### config.mk
export PLATFORM = sky130hd
export DESIGN_NAME = lcd_driver
export DESIGN_NICKNAME = d
export VERILOG_FILES = /design/src/rtl/lcd_driver.sv
export SDC_FILE = /design/constraint.sdc
export NUM_CORES = 1
export LEC_CHECK = 0
export BUFFER_PORTS_ARGS = -buffer_cell sky130_fd_sc_hd__buf_2
export CAP_MARGIN = 10
export CORE_MARGIN = 2
export CORE_UTILIZATION = 41
export DETAILED_ROUTE_END_ITERATION = 16
export PLACE_DENSITY = 0.69
export REMOVE_ABC_BUFFERS = 1
export SETUP_SLACK_MARGIN = 0.2
export SYNTH_ARGS = -nofsm -noshare
export SYNTH_HDL_FRONTEND = slang
export SYNTH_SLANG_ARGS = --single-unit
export TNS_END_PERCENT = 30
### constraint.sdc
create_clock -name clk -period 5.6 [get_ports clk]
set_input_delay 1.12 -clock clk [delete_from_list [all_inputs] [get_ports clk]]
set_output_delay 1.12 -clock clk [all_outputs]
set_load 0.05 [all_outputs]
### src/rtl/lcd_driver.sv
// HD44780 16x2 sequencer: power-up wait, 6-command init, then endless 32-cell refresh.
// Every byte goes LOAD -> EHI -> ELO; data bytes are preceded by a 2-cycle FETCH of the upstream character.
module lcd_driver #(
    parameter int PWR_WAIT = 750000,
    parameter int EN_PULSE = 12,
    parameter int CMD_WAIT = 2000,
    parameter int CLR_WAIT = 82000
) (
    input  logic       clk,
    input  logic       rst,
    input  logic       refresh_en,
    input  logic [7:0] data,
    output logic [4:0] sel,
    output logic [7:0] lcd_db,
    output logic       lcd_rs,
    output logic       lcd_rw,
    output logic       lcd_e,
    output logic       init_done,
    output logic       frame_done
);

    localparam int MAX_A    = (PWR_WAIT > CLR_WAIT) ? PWR_WAIT : CLR_WAIT;
    localparam int MAX_B    = (CMD_WAIT > EN_PULSE) ? CMD_WAIT : EN_PULSE;
    localparam int MAX_WAIT = (MAX_A > MAX_B) ? MAX_A : MAX_B;
    localparam int CW       = (MAX_WAIT > 1) ? $clog2(MAX_WAIT) : 1;

    // Counter reload values are one less than the length: the zero cycle counts.
    localparam logic [CW-1:0] PWR_LD = CW'(PWR_WAIT - 1);
    localparam logic [CW-1:0] EN_LD  = CW'(EN_PULSE - 1);
    localparam logic [CW-1:0] CMD_LD = CW'(CMD_WAIT - 1);
    localparam logic [CW-1:0] CLR_LD = CW'(CLR_WAIT - 1);

    typedef enum logic [2:0] {
        S_PWR,
        S_FETCH,
        S_FWAIT,
        S_LOAD,
        S_EHI,
        S_ELO,
        S_IDLE
    } state_t;

    typedef enum logic [1:0] {
        PH_INIT,
        PH_CMD1,
        PH_DATA,
        PH_CMD2
    } phase_t;

    state_t        state;
    phase_t        phase;
    logic [CW-1:0] cnt;
    logic [2:0]    init_idx;

    function automatic logic [7:0] init_cmd(input logic [2:0] idx);
        case (idx)
            3'd0, 3'd1, 3'd2: init_cmd = 8'h38;
            3'd3:             init_cmd = 8'h0C;
            3'd4:             init_cmd = 8'h01;
            default:          init_cmd = 8'h06;
        endcase
    endfunction

    assign lcd_rw = 1'b0;

    always_ff @(posedge clk) begin
        if (rst) begin
            state      <= S_PWR;
            phase      <= PH_INIT;
            cnt        <= PWR_LD;
            init_idx   <= '0;
            sel        <= '0;
            lcd_db     <= '0;
            lcd_rs     <= 1'b0;
            lcd_e      <= 1'b0;
            init_done  <= 1'b0;
            frame_done <= 1'b0;
        end else begin
            frame_done <= 1'b0;
            case (state)
                S_PWR: begin
                    if (cnt == '0) begin
                        state  <= S_LOAD;
                        lcd_db <= init_cmd(3'd0);
                        lcd_rs <= 1'b0;
                    end else begin
                        cnt <= cnt - 1'b1;
                    end
                end

                S_FETCH: state <= S_FWAIT;

                // Upstream registers sel, so data for the new index is valid now.
                S_FWAIT: begin
                    state  <= S_LOAD;
                    lcd_db <= data;
                    lcd_rs <= 1'b1;
                end

                S_LOAD: begin
                    state <= S_EHI;
                    lcd_e <= 1'b1;
                    cnt   <= EN_LD;
                end

                S_EHI: begin
                    if (cnt == '0) begin
                        state <= S_ELO;
                        lcd_e <= 1'b0;
                        cnt   <= (!lcd_rs && lcd_db == 8'h01) ? CLR_LD : CMD_LD;
                    end else begin
                        cnt <= cnt - 1'b1;
                    end
                end

                S_ELO: begin
                    if (cnt != '0) begin
                        cnt <= cnt - 1'b1;
                    end else begin
                        case (phase)
                            PH_INIT: begin
                                state  <= S_LOAD;
                                lcd_rs <= 1'b0;
                                if (init_idx == 3'd5) begin
                                    init_done <= 1'b1;
                                    phase     <= PH_CMD1;
                                    lcd_db    <= 8'h80;
                                end else begin
                                    init_idx <= init_idx + 3'd1;
                                    lcd_db   <= init_cmd(init_idx + 3'd1);
                                end
                            end
                            // sel wraps to 0 only here, after the line-1 address command.
                            PH_CMD1: begin
                                sel   <= '0;
                                phase <= PH_DATA;
                                state <= S_FETCH;
                            end
                            PH_CMD2: begin
                                sel   <= sel + 5'd1;
                                phase <= PH_DATA;
                                state <= S_FETCH;
                            end
                            default: begin
                                if (sel == 5'd15) begin
                                    phase  <= PH_CMD2;
                                    state  <= S_LOAD;
                                    lcd_db <= 8'hC0;
                                    lcd_rs <= 1'b0;
                                end else if (sel == 5'd31) begin
                                    frame_done <= 1'b1;
                                    phase      <= PH_CMD1;
                                    if (refresh_en) begin
                                        state  <= S_LOAD;
                                        lcd_db <= 8'h80;
                                        lcd_rs <= 1'b0;
                                    end else begin
                                        state <= S_IDLE;
                                    end
                                end else begin
                                    sel   <= sel + 5'd1;
                                    state <= S_FETCH;
                                end
                            end
                        endcase
                    end
                end

                S_IDLE: begin
                    if (refresh_en) begin
                        state  <= S_LOAD;
                        lcd_db <= 8'h80;
                        lcd_rs <= 1'b0;
                    end
                end

                default: state <= S_PWR;
            endcase
        end
    end

endmodule
==> impl_metrics.env <==
export IMPL_die_area_mm2=0.00723
export IMPL_yosysWarnings=0
export IMPL_tritoncts="done"
export IMPL_rrSetupSlack_ps=2840
export IMPL_worstMarginPinSlew_ps=892
export IMPL_drc=0
export IMPL_drtIter0Drc=204
export IMPL_regArea_um2=901
export IMPL_syn_inst=352
export IMPL_syn2layout_area_growth_pct=9.67
export IMPL_io_pins=29
export IMPL_worstPathArrival_ps=2990
export IMPL_switchingPower_w=0.000195
export IMPL_holdPathStages=2
export IMPL_track_usage=0.198
export IMPL_slew_headroom=0.405
export IMPL_clk_pin_slew_ps=90
export IMPL_tns_ps=0
export IMPL_routed_wl_mm=6.99
export IMPL_hold_class="reg -> reg"
export IMPL_diodes=0
export IMPL_clkLatencyLatePin_ps=300
export IMPL_synth_top_cell_area_share=0.335
export IMPL_rr_endpoint="cnt[19]"
export IMPL_synth_seq_area_share=0.335
export IMPL_portBuffers=27
export IMPL_r2r_start="cnt[8]"
export IMPL_clockBufferDepth=2
export IMPL_worst_ir_drop_vdd_v=0.000134
export IMPL_intPower_w=0.000467
export IMPL_antenna_found_initial=0
export IMPL_final_hold_viol_count=0
export IMPL_gp_congestion=0.859
export IMPL_synth_area_top_cells="dfxtp_1 (33%), nor2_1 (7.4%), o21ai_0 (5.8%), ha_1 (4.6%), a21oi_1 (4.3%)"
export IMPL_cp_max_fo=11
export IMPL_drv_slew=0
export IMPL_overflow=0
export IMPL_drt_wirelength_per_cell_um=15.6
export IMPL_synthArstFlopShare=0
export IMPL_crit_required_ps=5830
export IMPL_core_area_mm2=0.00635
export IMPL_p_leak_nw=1.10
export IMPL_crit_path_end="cnt[19]"
export IMPL_startpoint_type="flop"
export IMPL_clockRootBuffer="clkbuf_8"
export IMPL_synth_area_per_cell_um2=7.65
export IMPL_cp_slowest_cell="o22ai_1"
export IMPL_start_util=0.424
export IMPL_cts_num_sinks=45
export IMPL_fin_nets=393
export IMPL_status="completed"
export IMPL_grt_max_degree=34
export IMPL_pwr_share_comb=0.148
export IMPL_power_per_cell_area_mw_per_mm2=224
export IMPL_syn_area_mm2=0.00269
export IMPL_rr_worst_depth=6
export IMPL_dp_hpwl_mm=5.15
export IMPL_drt_pass1_iter_count=4
export IMPL_clkPwrFrac=0.315
export IMPL_setup_viol=0
export IMPL_die_w_um=85.0
export IMPL_fin_skew_ps=7.08
export IMPL_vias=2657
export IMPL_finalCritPeriodShare=0.493
export IMPL_cts_resized=0
export IMPL_vias_per_cell=5.92
export IMPL_htree_levels=2
export IMPL_yosysTopAreaCell="dfxtp_1"
export IMPL_first_global_vias=2499
export IMPL_rsz0062_at_grt="false"
export IMPL_fp_row_count=29
export IMPL_die_h_um=85.0
export IMPL_path_cells="nor4_1, nand4_1, o22ai_1, nand2_1, and3_1, o21ai_0"
export IMPL_max_stage_delay_ps=760
export IMPL_cp_startpoint="cnt[8]"
export IMPL_p_total_w=0.000662
export IMPL_fmax_mhz=362
export IMPL_drv_cap=0
export IMPL_fin_crit_ps=2760
export IMPL_drive_gt1_frac=0.110
export IMPL_cts_setup_buffers=0
export IMPL_synth_seq_cells=45
export IMPL_holdBufCountCts=0
export IMPL_seq_power_share=0.537
export IMPL_grt_first_pass_wirelength_mm=11.6
export IMPL_synthFlopType="dfxtp_1"
export IMPL_ant_nets=0
export IMPL_netlist_cell_type_count=54
export IMPL_cts_buffers=5
export IMPL_multiInputGateArea_mm2=0.00170
export IMPL_critPathKind="reg -> reg"
export IMPL_p_sw_frac=0.294
export IMPL_fillers=623
export IMPL_cp_end_kind="flop"
export IMPL_synth_edf_count=0
## worst min path at each step
stage	from	to	slack, ps
2_1_floorplan	cnt[6]	cnt[6]	460
3_3_place_gp	lcd_e	lcd_e	470
5_1_grt	cnt[6]	cnt[6]	530
6_report	lcd_e	lcd_e	490
4_1_cts	lcd_e	lcd_e	500
3_5_place_dp	lcd_e	lcd_e	480
## power groups by stage
stage	logic, W	clock network (W)	registers (W)
2_1_floorplan	0.0000596	0	0.000369
3_3_place_gp	0.0000968	0	0.000361
3_5_place_dp	0.0000978	0	0.000363
4_1_cts	0.0000982	0.000212	0.000355
5_1_grt	0.000111	0.000227	0.000359
6_report	0.0000978	0.000208	0.000356
## layout by cell type, fill, tap and decap left out, drive strengths merged, types with 2 or more instances in the layout
cell / Yosys / routed
and4: 3 / 3
a22o: 4 / 4
a21oi: 24 / 24
nor4: 6 / 6
ha: 10 / 10
a2bb2oi: 2 / 2
mux2i: 4 / 4
or4: 6 / 6
and3: 3 / 3
inv: 9 / 9
buf: 2 / 27
xnor2: 6 / 6
nor2b: 3 / 3
xor2: 8 / 8
nand3b: 3 / 3
o31ai: 3 / 3
or2: 4 / 4
nand4: 8 / 8
o211ai: 5 / 5
nand2: 22 / 22
a211oi: 2 / 2
o21ai: 31 / 31
and2: 4 / 4
o21bai: 2 / 2
nand3: 11 / 11
o41ai: 2 / 2
or3: 4 / 4
nand2b: 6 / 6
nor3: 19 / 19
clkbuf: 12 / 7
o22ai: 7 / 7
nand4b: 2 / 2
nor2: 53 / 53
a31oi: 3 / 3
a221oi: 2 / 2
dfxtp: 45 / 45
o311ai: 2 / 2
## cell type report
type                    count  share of cell area
clock buffers               7              0.0292
flip-flops and latches     45               0.305
well taps                  77              0.0326
repair buffers             27              0.0458
inverters                   9              0.0114
multi-input cells         284               0.576
## cell families (layout without fill, tap and decap cells)
| logic type | count (synthesis) | in the layout | synth area share |
|---|---|---|---|
| compound gates | 96 | 96 | 0.221 |
| xor+xnor | 14 | 14 | 0.0455 |
| fa+ha+maj | 10 | 10 | 0.0465 |
| buf+inv | 23 | 43 | 0.0339 |
| flops | 45 | 45 | 0.335 |
| mux | 4 | 4 | 0.0149 |
| other cells | 1 | 1 | 0.00139 |
| simple gates | 159 | 159 | 0.302 |
## routing by layer
| layer | up-vias | GRT usage | share of wire |
|---|---|---|---|
| met5 | - | 0 | 0 |
| met4 | 0 | 0.0592 | 0.017 |
| met3 | 14 | 0.0496 | 0.055 |
| met2 | 83 | 0.325 | 0.47 |
| met1 | 1235 | 0.258 | 0.46 |
| li1 | 1325 | - | - |
## per-stage QoR
stage	hold slack (ps)	std cells	setup slack [ps]	util	area [um2]
floorplan	456	338	3130	-	2640
global placement	467	442	2940	0.451	2870
detailed placement	477	442	2900	0.451	2870
CTS	496	449	2860	0.465	2950
global route	530	449	2410	0.465	2950
finish	487	449	2840	0.465	2950
## registers in the layout, indices dropped and copies added (netlist names), 2 cells and up
signal	flops
lcd_db	8
state	3
cnt	20
phase	2
sel	5
init_idx	3
## Yosys cell counts (4+ instances only)
cell / count
nand2b_1: 6
clkbuf_1: 12
nor2_1: 53
a22o_1: 4
mux2i_1: 4
xnor2_1: 6
xor2_1: 8
o21ai_0: 31
nor4_1: 5
or3_1: 4
o211ai_1: 5
ha_1: 10
inv_1: 9
nand4_1: 8
nand3_1: 11
nor3_1: 19
o22ai_1: 7
a21oi_1: 23
dfxtp_1: 45
nand2_1: 22
## critical path: cells and delay by family, from the launching register on
kind	cells	cell delay, ps
AND/OR/NAND/NOR	4	1410
flip-flops	1	360
AO/OA/AOI/OAI	2	920
No activity file was read; power rests on OpenSTA's default activity.
